==> src/rtl/brushless_ctrl_if.sv <==
// Bundles the inputs and outputs of the brushless_ctrl commutation scheduler.
// The master side is the torque/assist logic plus the Hall sensors.
// The slave side is the brushless_ctrl scheduler itself.
interface brushless_ctrl_if;
  logic        hallGrn;
  logic        hallYlw;
  logic        hallBlu;
  logic        brake_n;
  logic [11:0] drv_mag;
  logic        PWM_synch;
  logic        clr_fault;
  logic [1:0]  selGrn;
  logic [1:0]  selYlw;
  logic [1:0]  selBlu;
  logic [10:0] duty;
  logic [2:0]  rot_state;
  logic        fault;

  modport master (
    output hallGrn, hallYlw, hallBlu, brake_n, drv_mag, PWM_synch, clr_fault,
    input  selGrn, selYlw, selBlu, duty, rot_state, fault
  );

  modport slave (
    input  hallGrn, hallYlw, hallBlu, brake_n, drv_mag, PWM_synch, clr_fault,
    output selGrn, selYlw, selBlu, duty, rot_state, fault
  );
endinterface

==> src/rtl/brushless_ctrl.sv <==
// 3-phase commutation and drive scheduler.
// It turns Hall rotor position, a brake request and a drive magnitude into
// per-phase select codes and a PWM duty. Every decision is aligned to a PWM
// period boundary: rot_state is captured on PWM_synch, and the outputs are
// registered on the following cycle.
// Optional feature: define HALL_SEQ_CHK_EN to flag illegal Hall sequence jumps
// that happen while running.
module brushless_ctrl #(
  parameter logic [10:0] MIN_DUTY   = 11'h400,
  parameter logic [10:0] BRAKE_DUTY = 11'h600,
  parameter logic [10:0] RAMP_STEP  = 11'd16,
  parameter int unsigned FAULT_CNT  = 3
) (
  input logic clk,
  input logic rst_n,
  brushless_ctrl_if.slave bus
);

  typedef enum logic [1:0] {IDLE, RUN, BRAKE, FAULT} state_t;

  localparam logic [1:0] SEL_Z   = 2'b00;
  localparam logic [1:0] SEL_REV = 2'b01;
  localparam logic [1:0] SEL_FWD = 2'b10;
  localparam logic [1:0] SEL_BRK = 2'b11;

  // Phase selects {G,Y,B} for each rotor position; invalid codes float all phases.
  function automatic logic [5:0] comm(input logic [2:0] r);
    case (r)
      3'b101:  comm = {SEL_FWD, SEL_REV, SEL_Z};
      3'b100:  comm = {SEL_FWD, SEL_Z, SEL_REV};
      3'b110:  comm = {SEL_Z, SEL_FWD, SEL_REV};
      3'b010:  comm = {SEL_REV, SEL_FWD, SEL_Z};
      3'b011:  comm = {SEL_REV, SEL_Z, SEL_FWD};
      3'b001:  comm = {SEL_Z, SEL_REV, SEL_FWD};
      default: comm = {SEL_Z, SEL_Z, SEL_Z};
    endcase
  endfunction

  logic [2:0]  hall_meta, hall_sync, rot_q;
  logic        synch_d, clr_req, clr_pend;
  state_t      state_q, state_d;
  logic [2:0]  cnt_q, cnt_d, cnt_inc;
  logic [10:0] ramp_q, ramp_d, duty_q, duty_d, tgt;
  logic [11:0] tgt_wide;
  logic [1:0]  sel_g_q, sel_y_q, sel_b_q, sel_g_d, sel_y_d, sel_b_d;
  logic        fault_q, fault_d;
  logic        invalid, seq_bad, bad_sample;
  logic [5:0]  comm_sel;

  // Synchronize the Halls, capture rotor position and track the fault-clear request.
  always_ff @(posedge clk) begin
    // NOTE: sequential state uses non-blocking assignments so that every flop
    // samples its pre-edge value, which keeps the two-flop synchronizer two flops deep.
    if (!rst_n) begin
      hall_meta <= '0;
      hall_sync <= '0;
      rot_q     <= '0;
      synch_d   <= 1'b0;
      clr_req   <= 1'b0;
    end else begin
      hall_meta <= {bus.hallGrn, bus.hallYlw, bus.hallBlu};
      hall_sync <= hall_meta;
      synch_d   <= bus.PWM_synch;
      if (bus.PWM_synch) rot_q <= hall_sync;
      if (synch_d)            clr_req <= 1'b0;
      else if (bus.clr_fault) clr_req <= 1'b1;
    end
  end

  assign clr_pend = clr_req | bus.clr_fault;
  assign invalid  = (rot_q == 3'b000) || (rot_q == 3'b111);
  assign comm_sel = comm(rot_q);
  assign cnt_inc  = cnt_q + 3'd1;

  // Saturating target duty: offset plus the scaled magnitude.
  assign tgt_wide = {1'b0, MIN_DUTY} + {2'b00, bus.drv_mag[11:2]};
  assign tgt      = tgt_wide[11] ? 11'h7FF : tgt_wide[10:0];

`ifdef HALL_SEQ_CHK_EN
  logic [2:0] prev_q;
  logic       prev_vld;
  logic [3:0] step;

  // Position of a Hall code in the rotation order 101-100-110-010-011-001.
  function automatic logic [3:0] seq_idx(input logic [2:0] r);
    case (r)
      3'b101:  seq_idx = 4'd0;
      3'b100:  seq_idx = 4'd1;
      3'b110:  seq_idx = 4'd2;
      3'b010:  seq_idx = 4'd3;
      3'b011:  seq_idx = 4'd4;
      default: seq_idx = 4'd5;
    endcase
  endfunction

  // Remember the last valid rotor position seen at a decision point.
  always_ff @(posedge clk) begin
    if (!rst_n) begin
      prev_q   <= '0;
      prev_vld <= 1'b0;
    end else if (synch_d && !invalid) begin
      prev_q   <= rot_q;
      prev_vld <= 1'b1;
    end
  end

  // In RUN, a valid code that is neither the same as nor a neighbour of the previous one is illegal.
  always_comb begin
    step = (seq_idx(rot_q) >= seq_idx(prev_q)) ? seq_idx(rot_q) - seq_idx(prev_q)
                                               : seq_idx(rot_q) + 4'd6 - seq_idx(prev_q);
    seq_bad = (state_q == RUN) && !invalid && prev_vld &&
              !((step == 4'd0) || (step == 4'd1) || (step == 4'd5));
  end
`else
  assign seq_bad = 1'b0;
`endif

  assign bad_sample = invalid | seq_bad;

  // Next state, counter, ramp and output values, applied only at a decision point.
  always_comb begin
    // NOTE: every signal gets a default before any branch, so no latch is inferred.
    state_d = state_q;
    cnt_d   = cnt_q;
    ramp_d  = 11'd0;
    duty_d  = 11'd0;
    sel_g_d = SEL_Z;
    sel_y_d = SEL_Z;
    sel_b_d = SEL_Z;
    fault_d = 1'b0;

    if (state_q == FAULT) begin
      if (clr_pend && !invalid) begin
        state_d = IDLE;
        cnt_d   = 3'd0;
      end
    end else begin
      if (bad_sample) cnt_d = cnt_inc;
      else            cnt_d = 3'd0;
      if (bad_sample && (cnt_inc >= 3'(FAULT_CNT))) state_d = FAULT;
      else if (!bus.brake_n)                        state_d = BRAKE;
      else if (bus.drv_mag != 12'd0)                state_d = RUN;
      else                                          state_d = IDLE;
    end

    case (state_d)
      RUN: begin
        if (tgt > ramp_q) ramp_d = ((tgt - ramp_q) > RAMP_STEP) ? ramp_q + RAMP_STEP : tgt;
        else              ramp_d = tgt;
        duty_d = ramp_d;
        {sel_g_d, sel_y_d, sel_b_d} = comm_sel;
      end
      BRAKE: begin
        duty_d  = BRAKE_DUTY;
        sel_g_d = SEL_BRK;
        sel_y_d = SEL_BRK;
        sel_b_d = SEL_BRK;
      end
      FAULT:   fault_d = 1'b1;
      default: ;
    endcase
  end

  // Registered FSM and outputs; these update only on the cycle after PWM_synch.
  always_ff @(posedge clk) begin
    if (!rst_n) begin
      state_q <= IDLE;
      cnt_q   <= '0;
      ramp_q  <= '0;
      duty_q  <= '0;
      sel_g_q <= SEL_Z;
      sel_y_q <= SEL_Z;
      sel_b_q <= SEL_Z;
      fault_q <= 1'b0;
    end else if (synch_d) begin
      state_q <= state_d;
      cnt_q   <= cnt_d;
      ramp_q  <= ramp_d;
      duty_q  <= duty_d;
      sel_g_q <= sel_g_d;
      sel_y_q <= sel_y_d;
      sel_b_q <= sel_b_d;
      fault_q <= fault_d;
    end
  end

  assign bus.selGrn    = sel_g_q;
  assign bus.selYlw    = sel_y_q;
  assign bus.selBlu    = sel_b_q;
  assign bus.duty      = duty_q;
  assign bus.rot_state = rot_q;
  assign bus.fault     = fault_q;

endmodule

==> src/flat_wrapper.sv <==
// flat-port wrapper written by rule: the top's interface ports become plain ports
module brushless_ctrl_flat 
#(
  parameter logic [10:0] MIN_DUTY   = 11'h400,
  parameter logic [10:0] BRAKE_DUTY = 11'h600,
  parameter logic [10:0] RAMP_STEP  = 11'd16,
  parameter int unsigned FAULT_CNT  = 3
)
  (clk, rst_n, bus_hallGrn, bus_hallYlw, bus_hallBlu, bus_brake_n, bus_drv_mag, bus_PWM_synch, bus_clr_fault, bus_selGrn, bus_selYlw, bus_selBlu, bus_duty, bus_rot_state, bus_fault);
  brushless_ctrl_if bus_i ();
  input logic clk;
  input logic rst_n;
  input wire logic [$bits(bus_i.hallGrn)-1:0] bus_hallGrn;
  input wire logic [$bits(bus_i.hallYlw)-1:0] bus_hallYlw;
  input wire logic [$bits(bus_i.hallBlu)-1:0] bus_hallBlu;
  input wire logic [$bits(bus_i.brake_n)-1:0] bus_brake_n;
  input wire logic [$bits(bus_i.drv_mag)-1:0] bus_drv_mag;
  input wire logic [$bits(bus_i.PWM_synch)-1:0] bus_PWM_synch;
  input wire logic [$bits(bus_i.clr_fault)-1:0] bus_clr_fault;
  output wire logic [$bits(bus_i.selGrn)-1:0] bus_selGrn;
  output wire logic [$bits(bus_i.selYlw)-1:0] bus_selYlw;
  output wire logic [$bits(bus_i.selBlu)-1:0] bus_selBlu;
  output wire logic [$bits(bus_i.duty)-1:0] bus_duty;
  output wire logic [$bits(bus_i.rot_state)-1:0] bus_rot_state;
  output wire logic [$bits(bus_i.fault)-1:0] bus_fault;
  assign bus_i.hallGrn = bus_hallGrn;
  assign bus_i.hallYlw = bus_hallYlw;
  assign bus_i.hallBlu = bus_hallBlu;
  assign bus_i.brake_n = bus_brake_n;
  assign bus_i.drv_mag = bus_drv_mag;
  assign bus_i.PWM_synch = bus_PWM_synch;
  assign bus_i.clr_fault = bus_clr_fault;
  assign bus_selGrn = bus_i.selGrn;
  assign bus_selYlw = bus_i.selYlw;
  assign bus_selBlu = bus_i.selBlu;
  assign bus_duty = bus_i.duty;
  assign bus_rot_state = bus_i.rot_state;
  assign bus_fault = bus_i.fault;
  brushless_ctrl #(.MIN_DUTY(MIN_DUTY), .BRAKE_DUTY(BRAKE_DUTY), .RAMP_STEP(RAMP_STEP), .FAULT_CNT(FAULT_CNT)) u_core (.clk(clk), .rst_n(rst_n), .bus(bus_i));
endmodule
==> config.mk <==
export PLATFORM = sky130hd
export DESIGN_NAME = brushless_ctrl_flat
export DESIGN_NICKNAME = d
export VERILOG_FILES = /design/src/rtl/brushless_ctrl_if.sv /design/src/rtl/brushless_ctrl.sv /design/src/flat_wrapper.sv
export SDC_FILE = /design/constraint.sdc
export NUM_CORES = 1
export LEC_CHECK = 0
export BUFFER_PORTS_ARGS = -buffer_cell sky130_fd_sc_hd__buf_2
export CAP_MARGIN = 5
export CELL_PAD_IN_SITES_DETAIL_PLACEMENT = 0
export CELL_PAD_IN_SITES_GLOBAL_PLACEMENT = 1
export CORE_MARGIN = 2
export CORE_UTILIZATION = 30
export CTS_CLUSTER_SIZE = 8
export DETAILED_ROUTE_END_ITERATION = 10
export HOLD_SLACK_MARGIN = 0.05
export PLACE_DENSITY_LB_ADDON = 0.2
export SLEW_MARGIN = 20
export SYNTH_ARGS = -nofsm -noshare
export SYNTH_HDL_FRONTEND = slang
export SYNTH_SLANG_ARGS = --single-unit
==> constraint.sdc <==
create_clock -name clk -period 4.6 [get_ports clk]
set_clock_uncertainty 0.2 [all_clocks]
set_input_delay 0 -clock clk [delete_from_list [all_inputs] [get_ports clk]]
set_output_delay 0 -clock clk [all_outputs]
set_load 0.05 [all_outputs]
==> results of run 1 <==
[layer usage]
layer	track usage, %	vias to the layer above	part of all wire (%)
li1	-	1343	-
met5	0	-	0
met2	24.7	42	46
met1	22.2	1194	50
met3	2.44	7	3.2
met4	2.85	0	0.89
[layout by cell type, fill, tap and decap left out, drive strengths merged, types with 6 or more instances in the layout]
| master | count |
|---|---|
| a21oi | 22 |
| a221o | 6 |
| nand2b | 7 |
| nand2 | 32 |
| dfxtp | 45 |
| nor3 | 12 |
| nor2 | 20 |
| buf | 43 |
| dlygate4sd3 | 20 |
| and3 | 6 |
| inv | 18 |
| nor2b | 17 |
| ha | 16 |
| o21ai | 16 |
| nand3 | 12 |
| mux2i | 9 |
| and2 | 8 |
[path summary, 6_finish.rpt]
check                       from                  end  slack (ns)  cells after the start
max               bus_drv_mag[2]     u_core.ramp_q[7]        1.30                     13
min                  bus_brake_n    u_core.state_q[1]         0.1                      5
max reg2reg     u_core.ramp_q[4]     u_core.ramp_q[7]        1.31                     10
min reg2reg  u_core.hall_meta[2]  u_core.hall_sync[2]        0.24                      1
[kinds of logic after synthesis]
kind of cell               synth area share (%)
DFF                                        32.4
xor gates and xnor gates                   2.84
buffers and inverters                      5.50
adders and majority gates                  7.93
and+or+nand+nor                            24.6
muxes                                      3.24
AOI/OAI and AO/OA                          23.4
[worst max-delay path, cell delays in order]
cell	delay (ns)
sky130_fd_sc_hd__dlygate4sd3_1	0.52
sky130_fd_sc_hd__buf_2	0.13
sky130_fd_sc_hd__inv_1	0.07
sky130_fd_sc_hd__ha_1	0.22
sky130_fd_sc_hd__fa_1	0.41
sky130_fd_sc_hd__nor2b_1	0.17
sky130_fd_sc_hd__o21bai_1	0.12
sky130_fd_sc_hd__nor2b_1	0.19
sky130_fd_sc_hd__o32ai_1	0.44
sky130_fd_sc_hd__nor4_4	0.11
sky130_fd_sc_hd__o21a_4	0.16
sky130_fd_sc_hd__nor2_2	0.47
sky130_fd_sc_hd__o221ai_1	0.23
[registers in the layout (all words and copies together) (netlist names)]
| register | cells |
|---|---|
| u_core.bus.duty | 11 |
| u_core.bus.fault | 1 |
| u_core.bus.rot_state | 3 |
| u_core.bus.selBlu | 2 |
| u_core.bus.selGrn | 2 |
| u_core.bus.selYlw | 2 |
| u_core.clr_req | 1 |
| u_core.cnt_q | 3 |
| u_core.hall_meta | 3 |
| u_core.hall_sync | 3 |
| u_core.ramp_q | 11 |
| u_core.state_q | 2 |
| u_core.synch_d | 1 |
[Yosys cell counts (all sizes together), types with 2 or more instances]
library cell,count
dfxtp,45
nand2,32
a21oi,22
nor2,20
inv,18
nor2b,17
ha,16
o21ai,16
clkbuf,12
nand3,12
nor3,12
mux2i,9
and2,8
buf,7
nand2b,7
a221o,6
and3,6
a32o,5
nand4,5
nor4,5
o211ai,5
o21a,5
o221ai,5
xnor2,5
a211oi,4
a21o,4
o31ai,4
xor2,4
o22ai,3
or2,3
a211o,2
a31oi,2
o21bai,2
[layout make-up]
cell class	count	area [um^2]	area share, %
Tap cell	111	139	4.09
Timing Repair Buffer	63	423	12.5
Multi-Input combinational cell	259	1730	50.9
Clock buffer	5	68.8	2.03
Sequential cell	45	901	26.6
Clock inverter	3	65.1	1.92
Inverter	18	67.6	1.99
[power groups by stage]
stage	Clock, mW	Combinational [mW]	Sequential [mW]
6_report	0.360	0.151	0.406
5_1_grt	0.384	0.168	0.407
4_1_cts	0.372	0.152	0.406
3_5_place_dp	0	0.138	0.415
3_3_place_gp	0	0.140	0.415
2_1_floorplan	0	0.0867	0.425
[per-stage QoR]
step	std cells	utilization, %	area [um^2]	total power, mW	hold WS, ns
4_1_cts	504	37.2	3390	0.930	0.0899
3_5_place_dp	476	33.6	3060	0.553	0.00979
6_report	504	37.2	3390	0.917	0.0976
3_3_place_gp	476	33.6	3060	0.555	0.00682
5_1_grt	504	37.2	3390	0.959	0.146
2_1_floorplan	341	-	2780	0.512	-0.0783
==> flow_summary.yaml, run 1 <==
status:
  status: "finished, final reports clean"
logic_synthesis:
  synth.cell_area_um2: 2780
  synth-warning-count: 0
  yosys_most_used_dff: "sky130_fd_sc_hd__dfxtp_1"
  yosysUniqueCellTypes: 54
  synth.yosys.seq_area_share_pct: 32.4
  postSynthAreaPerCell_um2: 8.14
  synth.ff_latch_count: 45
  synth.net_count: 378
  netlist_top_cells_area: "sky130_fd_sc_hd__dfxtp_1 32%, sky130_fd_sc_hd__ha_1 7.2%, sky130_fd_sc_hd__nand2_1 4.3%"
  synthesis.instances: 341
  yosys.area.top_type: "sky130_fd_sc_hd__dfxtp_1"
  edff_count_synth: 0
  netlist.area_leader.share_pct: 32.4
  synthArstFlopShare_pct: 0
power_and_ir_drop:
  switching_share_pct: 26.3
  internal_power_summed_over_all_cells_mw: 0.676
  p_comb_share_pct: 16.5
  power_density_nw_per_um2: 270
  clockPowerShare_pct: 39.3
  sequentialPowerShare_pct: 44.2
  ir_worst_vdd_v: 0.000194
  leakage_nw: 1.39
  netsw_mw: 0.241
placement:
  dpl_worst_slack_ns: 1.33
  globalplace.congestion: 0.854
  io_buffer_count: 40
  dpl.hpwl_um: 5660
clock_tree:
  clkLatencyLatePin_ns: 0.30
  cts_tree: "yes"
  cell_at_the_root_of_the_clock_tree: "sky130_fd_sc_hd__clkbuf_8"
  cts_made_buffers: 5
  cts.sinks: 45
  ctsHtreeMaxLevel: 2
  cts.path.max_buffers: 2
  cts_hold_buffers: 20
  cts_repair_resize_count: 0
  clk_pin_slew_worst_paths_ns: 0.09
  cts.repair_timing.setup_buffer_count: 0
floorplanning:
  dieWidth_um: 100
  die_area_um2: 10000
  i_o_pin_count: 41
  floorplan.initialDensity_pct: 30.5
  placementRows: 35
  dieHeight_um: 100
  placeableCoreArea_um2: 9110
sta:
  max-slew-margin-rel_pct: 57.3
  grt_setup_unrepaired: "false"
  finalMaxSlewViolations: 0
  fin_tns_setup_ns: 0
  period_needed_ns: 3.30
  final-hold-violation-count: 0
  setup_viol: 0
  setup_slack_ns: 1.30
  worst_pin_slew_ns: 0.635
  layout_worst_path_cycle_share_pct: 71.8
  maxClockFrequency_mhz: 303
routing:
  detail_route.vias_per_cell: 5.13
  detail_route.iter0.violations: 149
  drt-total-wl_um: 7640
  average_routed_wire_per_standard_cell_um: 15.2
  ant_nets: 0
  drc: 0
  vias: 2586
  drtPass1Iterations: 4
global_routing:
  wire_length_of_the_first_global_routing_pass_um: 12500
  grt_max_degree: 22
  gr_ovfl_total: 0
  antenna_found_initial: 0
  grtUsageTotal_pct: 15.5
  grt_pass1_vias: 2405
worst_setup_path:
  required_ns: 4.55
  critical_path.startpoint_type: "input port"
  path_max_fanout: 12
  endpoint_kind: "register"
  worst-endpoint-arrival_ns: 3.25
  critPathKind: "in2reg"
final_layout:
  finish.net_count: 429
  syn_to_final_growth_pct: 22.2
  drive_gt1_share_pct: 15.3
  n_antenna_cell: 0
  layout.filler_cells: 953
job:
  drv.max_cap_violation_count: 0
hold_path:
  timing.hold.worst.class: "in2reg"
No activity file was read; power rests on OpenSTA's default activity.
==> run 2: changes to the inputs <==
--- a/config.mk
+++ b/config.mk
@@ -5,6 +5,7 @@
 export SDC_FILE = /design/constraint.sdc
 export NUM_CORES = 1
 export LEC_CHECK = 0
+export ABC_AREA = 1
 export BUFFER_PORTS_ARGS = -buffer_cell sky130_fd_sc_hd__buf_2
 export CAP_MARGIN = 5
 export CELL_PAD_IN_SITES_DETAIL_PLACEMENT = 0
==> constraint.sdc (replaced) <==
create_clock -name clk -period 3.23 [get_ports clk]
set_clock_uncertainty 0.2 [all_clocks]
set_input_delay 0 -clock clk [delete_from_list [all_inputs] [get_ports clk]]
set_output_delay 0 -clock clk [all_outputs]
set_load 0.05 [all_outputs]
==> flow_summary.yaml, run 2 <==
floorplanning:
  dieHeight_um: 97.3
  floorplan.initialDensity_pct: 30.4
  placementRows: 34
  dieWidth_um: 97.3
  die_area_um2: 9460
  i_o_pin_count: 41
  placeableCoreArea_um2: 8590
routing:
  ant_nets: 0
  vias: 2506
  average_routed_wire_per_standard_cell_um: 11.9
  drc: 0
  drtPass1Iterations: 4
  drt-total-wl_um: 6580
  detail_route.vias_per_cell: 4.52
  detail_route.iter0.violations: 84
logic_synthesis:
  synth_top_family_by_area: "simple AND/OR/NAND/NOR gates"
  synth.cell_area_um2: 2610
  yosysUniqueCellTypes: 31
  synthesis.instances: 380
  synth.yosys.seq_area_share_pct: 34.5
  netlist.area_leader.share_pct: 34.5
  yosys.area.top_type: "sky130_fd_sc_hd__dfxtp_1"
  synth-warning-count: 0
  synthMostInstantiatedCell: "sky130_fd_sc_hd__nand2_1"
  synth-xor-area-share_pct: 2.01
  post_synth_and_or_nand_nor_area_fraction_pct: 30.1
  synth.ff_latch_count: 45
  postSynthAreaPerCell_um2: 6.87
  netlist_top_cells_area: "sky130_fd_sc_hd__dfxtp_1 35%, sky130_fd_sc_hd__nand2_1 15%, sky130_fd_sc_hd__inv_1 10%"
  synthArstFlopShare_pct: 0
  multiplexer_share_of_the_synthesized_area_pct: 0
  netlist_top_cells_count: "101 x sky130_fd_sc_hd__nand2_1, 71 x sky130_fd_sc_hd__inv_1, 45 x sky130_fd_sc_hd__dfxtp_1"
  compound_gate_portion_of_the_synthesized_area_pct: 12.2
  edff_count_synth: 0
  yosys_most_used_dff: "sky130_fd_sc_hd__dfxtp_1"
  synth_fa_ha_area_share_pct: 8.44
  synth.net_count: 417
clock_tree:
  cts_hold_buffers: 21
  cts_repair_resize_count: 0
  clkLatencyLatePin_ns: 0.29
  cts_tree: "yes"
  cts.path.max_buffers: 2
  cts.repair_timing.setup_buffer_count: 0
  cell_at_the_root_of_the_clock_tree: "sky130_fd_sc_hd__clkbuf_8"
  cts.sinks: 45
  clk_pin_slew_worst_paths_ns: 0.08
  cts_made_buffers: 5
  ctsHtreeMaxLevel: 2
placement:
  dpl.hpwl_um: 5130
  io_buffer_count: 40
  postPlaceCellArea_um2: 2930
  globalplace.congestion: 0.792
global_routing:
  wire_length_of_the_first_global_routing_pass_um: 11300
  grt_pass1_vias: 2481
  gr_ovfl_total: 0
  antenna_found_initial: 0
  grtUsageTotal_pct: 14.4
  grt_max_degree: 22
worst_setup_path:
  required_ns: 3.22
  startpoint_of_the_most_critical_setup_path: "bus_drv_mag[2]"
  reg2reg_to: "u_core.bus.duty[10]"
  setup.worst_path.end: "u_core.bus.duty[10]"
  crit-reg2reg-launch: "u_core.ramp_q[4]"
  endpoint_kind: "register"
  worstRegToRegCells: 15
  worst-endpoint-arrival_ns: 2.71
  worst-r2r-setup-slack_ns: 0.54
  critical_path.startpoint_type: "input port"
  path_max_fanout: 11
  critPathKind: "in2reg"
final_layout:
  finish.net_count: 482
  layout_commonest_cell: "sky130_fd_sc_hd__nand2_1"
  final_cell_mix: "101 x sky130_fd_sc_hd__nand2_1, 71 x sky130_fd_sc_hd__inv_1, 45 x sky130_fd_sc_hd__dfxtp_1"
  register_area_um2: 901
  layout.filler_cells: 979
  n_antenna_cell: 0
  finalCoreUtilization_pct: 37.8
  multi_input_comb_area_um2: 1380
  drive_gt1_share_pct: 15.0
  syn_to_final_growth_pct: 24.7
  finalInstanceArea_um2: 3250
sta:
  fin_tns_setup_ns: 0
  final-hold-violation-count: 0
  layout_worst_path_cycle_share_pct: 84.2
  worst_hold_slack_after_final_layout_ns: 0.219
  finalMaxSlewViolations: 0
  worst_pin_slew_ns: 0.514
  period_needed_ns: 2.72
  setup_viol: 0
  max-slew-margin-rel_pct: 65.6
  grt_setup_unrepaired: "false"
  maxClockFrequency_mhz: 368
power_and_ir_drop:
  ir_worst_vdd_v: 0.000175
  leakage_nw: 1.70
  power_density_nw_per_um2: 392
hold_path:
  timing.hold.worst.class: "reg2reg"
job:
  drv.max_cap_violation_count: 0
status:
  status: "finished, final reports clean"
[run 2: cell count changes after synthesis, moves of 9 or more]
cell,before,now
sky130_fd_sc_hd__mux2i_1,9,0
sky130_fd_sc_hd__nand3_1,12,32
sky130_fd_sc_hd__inv_1,18,71
sky130_fd_sc_hd__a21oi_1,22,11
sky130_fd_sc_hd__nor2b_1,17,0
sky130_fd_sc_hd__o21ai_1,1,10
sky130_fd_sc_hd__nand2_1,32,101
[run 2: how the worst min path moves through the flow]
stage                                   start  cells past startpoint                   to
after floorplan                 bus_PWM_synch                      2       u_core.synch_d
after global placement            bus_hallYlw                      3  u_core.hall_meta[1]
after detailed placement          bus_hallYlw                      3  u_core.hall_meta[1]
after CTS                 u_core.hall_meta[0]                      2  u_core.hall_sync[0]
after global routing      u_core.hall_meta[1]                      2  u_core.hall_sync[1]
final                     u_core.hall_meta[0]                      2  u_core.hall_sync[0]
[run 2: layer usage]
layer | vias up | wire length [um] | global-route usage (%)
met3 | 6 | 239 | 2.66
met5 | - | 0 | 0
met1 | 1123 | 3390 | 20.1
met2 | 45 | 2880 | 23.0
li1 | 1332 | - | -
met4 | 0 | 62 | 3.74
[run 2: cells by family after synthesis]
group	Yosys count
AND/OR/NAND/NOR	176
adder cells (fa/ha/maj)	17
XOR/XNOR	6
buffers and inverters	81
flip-flops	45
AO/OA/AOI/OAI	55
[run 2: area by class of cell]
| type | count | area share, % |
|---|---|---|
| timing repair buffer | 66 | 13.8 |
| clock buffer | 7 | 2.65 |
| inverter | 73 | 8.43 |
| tap | 108 | 4.16 |
| clock inverter | 1 | 0.923 |
| multi-input combinational | 254 | 42.4 |
| sequential | 45 | 27.7 |
[run 2: report_power, final]
| part | internal, mW | total (mW) | switching [mW] |
|---|---|---|---|
| sequential | 0.572 | 0.581 | 0.00928 |
| combinational | 0.0925 | 0.258 | 0.165 |
| clock | 0.252 | 0.437 | 0.185 |
| total | 0.917 | 1.28 | 0.359 |
[run 2: stage by stage]
step | power (mW) | setup WS [ns] | std cells
after CTS | 1.30 | 0.521 | 554
after global routing | 1.35 | 0.226 | 554
final | 1.28 | 0.512 | 554
after detailed placement | 0.834 | 0.551 | 525
after floorplan | 0.767 | 0.449 | 380
after global placement | 0.834 | 0.523 | 525
[run 2: critical path, stage by stage]
cell	delay [ns]
sky130_fd_sc_hd__dlygate4sd3_1	0.52
sky130_fd_sc_hd__buf_2	0.10
sky130_fd_sc_hd__inv_1	0.06
sky130_fd_sc_hd__ha_1	0.22
sky130_fd_sc_hd__fa_1	0.41
sky130_fd_sc_hd__inv_1	0.10
sky130_fd_sc_hd__nand3_1	0.10
sky130_fd_sc_hd__nand3_1	0.10
sky130_fd_sc_hd__nand2_1	0.08
sky130_fd_sc_hd__nand3_1	0.09
sky130_fd_sc_hd__nand2_1	0.06
sky130_fd_sc_hd__nand3_2	0.07
sky130_fd_sc_hd__nand2_1	0.27
sky130_fd_sc_hd__o21ai_0	0.32
sky130_fd_sc_hd__nand2_1	0.09
sky130_fd_sc_hd__nand2_1	0.06
sky130_fd_sc_hd__nand2_1	0.04
==> run 3: changes to the inputs <==
==> constraint.sdc (replaced) <==
create_clock -name clk -period 2.3 [get_ports clk]
set_clock_uncertainty 0.2 [all_clocks]
set_input_delay 0 -clock clk [delete_from_list [all_inputs] [get_ports clk]]
set_output_delay 0 -clock clk [all_outputs]
set_load 0.05 [all_outputs]
==> flow_summary.yaml, run 3 (synthesis results as in run 2) <==
global_routing:
  gr_ovfl_total: 0
  grtUsageTotal_pct: 15.1
  global_route.usage.met2_pct: 24.0
  grt_max_degree: 16
  gr-usage-met1_pct: 21.3
  antenna_found_initial: 0
  grt_most_used_layer: "met2"
  use_met3_pct: 2.88
  grt_pass1_vias: 2583
  wire_length_of_the_first_global_routing_pass_um: 11900
power_and_ir_drop:
  ir_worst_vdd_v: 0.000231
  power_density_nw_per_um2: 497
  sequentialPowerShare_pct: 43.6
  leakage_nw: 1.90
  clockPowerShare_pct: 31.9
  p_comb_share_pct: 24.5
  power_mw: 1.87
  internal_power_summed_over_all_cells_mw: 1.31
  netsw_mw: 0.562
  switching_share_pct: 30.0
floorplanning:
  dieHeight_um: 97.3
  die_area_um2: 9460
  placeableCoreArea_um2: 8590
  floorplan.initialDensity_pct: 30.4
  i_o_pin_count: 41
  placementRows: 34
  dieWidth_um: 97.3
routing:
  drc: 0
  ant_nets: 0
  detail_route.iter0.violations: 76
  average_routed_wire_per_standard_cell_um: 11.9
  detail_route.vias_per_cell: 4.47
  vias: 2627
  drt-total-wl_um: 6980
  drtPass1Iterations: 4
placement:
  globalplace.congestion: 0.798
  dpl.hpwl_um: 5360
  io_buffer_count: 40
  place_inst: 558
final_layout:
  n_antenna_cell: 0
  finalCoreUtilization_pct: 43.9
  drive_gt1_share_pct: 31.5
  syn_to_final_growth_pct: 44.7
  finish.net_count: 516
  layout_commonest_cell: "sky130_fd_sc_hd__nand2_1"
  number_of_standard_cells_in_the_layout_taps_in_and_fillers_out: 588
  final_cell_mix: "94 x sky130_fd_sc_hd__nand2_1, 65 x sky130_fd_sc_hd__inv_1, 40 x sky130_fd_sc_hd__buf_2"
status:
  status: "finished, violations left"
  failed_checks: "setup timing"
clock_tree:
  clk_pin_slew_worst_paths_ns: 0.09
  cts.path.max_buffers: 2
  cts.sinks: 45
  ctsHtreeMaxLevel: 2
  cell_at_the_root_of_the_clock_tree: "sky130_fd_sc_hd__clkbuf_8"
  clkLatencyLatePin_ns: 0.30
  cts_tree: "yes"
  cts_made_buffers: 5
worst_setup_path:
  critical_path.max_stage_delay_ns: 0.52
  critical-path-slowest-cell: "sky130_fd_sc_hd__fa_2"
  endpoint_kind: "register"
  critical_path.most_common_cell: "sky130_fd_sc_hd__nand3_2"
  worst-path-buf-inv: 1
  path_max_fanout: 7
  required_ns: 2.28
  worst-endpoint-arrival_ns: 2.37
  critPathKind: "reg2reg"
  crit_chain: "ha_4 -> fa_2 -> nand3_2 -> nor2_2 -> nand3_2 -> nand2_2 -> nand2_2 -> nor2_2 -> nand3_2 -> nand2_4 -> buf_6 -> nand2_1 -> nand3_2 -> o21ai_1"
  critical_path.startpoint_type: "register"
  cpLargestDelayFamily: "simple AND/OR/NAND/NOR gates"
sta:
  period_needed_ns: 2.38
  fin_tns_setup_ns: -0.858
  setup_slack_ns: -0.0840
  maxClockFrequency_mhz: 419
  finalMaxSlewViolations: 0
  setup_viol: 20
  layout_worst_path_cycle_share_pct: 104
  grt_setup_unrepaired: "true"
  worst_pin_slew_ns: 0.464
  final-hold-violation-count: 0
  max-slew-margin-rel_pct: 68.9
job:
  drv.max_cap_violation_count: 0
hold_path:
  timing.hold.worst.class: "reg2reg"
==> run 3: cell types whose count changed in the layout (fill, tap and decap cells not counted), moves of 8 or more <==
cell	change
sky130_fd_sc_hd__buf_4	+29
sky130_fd_sc_hd__nand3_1	-12
sky130_fd_sc_hd__nand3_2	+12
sky130_fd_sc_hd__o21ai_0	-8
==> run 3: per-layer routing <==
layer | wire length, um | share of wire, %
met5 | 0 | 0
met2 | 3090 | 44
met4 | 85 | 1.2
met3 | 245 | 3.5
met1 | 3560 | 51
==> run 3: timing repair <==
item,CTS,global route
pin swaps,5,4
setup endpoints to repair,28,28
gates resized for setup,27,42
hold buffers,20,1
buffers inserted,0,1
endpoints found under the hold margin,34,1
==> run 3: power groups by stage <==
stage	Clock, mW	Combinational, mW	Sequential (mW)
floorplan	0	0.210	0.868
global placement	0	0.383	0.833
detailed placement	0	0.383	0.833
CTS	0.613	0.417	0.815
global route	0.645	0.512	0.822
finish	0.598	0.459	0.818
==> run 3: cell type report <==
type	count	area, um^2
clock inverter	2	33.8
tap	108	135
timing repair buffer	100	731
inverter	73	274
clock buffer	6	72.6
sequential	45	916
multi-input combinational	254	1610
fill	900	4820
==> run 3: final timing paths <==
kind,depth (start not counted),end,slack (ns),from
worst min register to register,2,u_core.hall_sync[1],0.22,u_core.hall_meta[1]
worst min-delay path,2,u_core.hall_sync[1],0.22,u_core.hall_meta[1]
worst max register to register,14,u_core.ramp_q[0],-0.08,u_core.ramp_q[0]
worst max-delay path,14,u_core.ramp_q[0],-0.08,u_core.ramp_q[0]
==> run 3: worst reg2reg max path, delay by kind of cell (launching register included) <==
| family | cells | cell delay (ns) |
|---|---|---|
| AOI/OAI and AO/OA | 1 | 0.07 |
| adders and majority gates | 2 | 0.68 |
| buffers and inverters | 1 | 0.14 |
| DFF | 1 | 0.35 |
| and+or+nand+nor | 10 | 0.84 |
==> run 3: metrics by stage <==
| stage | setup slack, ns | instance area, um^2 | hold WS (ns) |
|---|---|---|---|
| after global placement | -0.163 | 3200 | -0.0178 |
| after global routing | -0.268 | 3770 | 0.248 |
| after CTS | -0.0979 | 3600 | -0.0606 |
| final | -0.0840 | 3770 | 0.216 |
| after floorplan | 0.0300 | 2620 | -0.107 |
| after detailed placement | -0.218 | 3200 | -0.0131 |
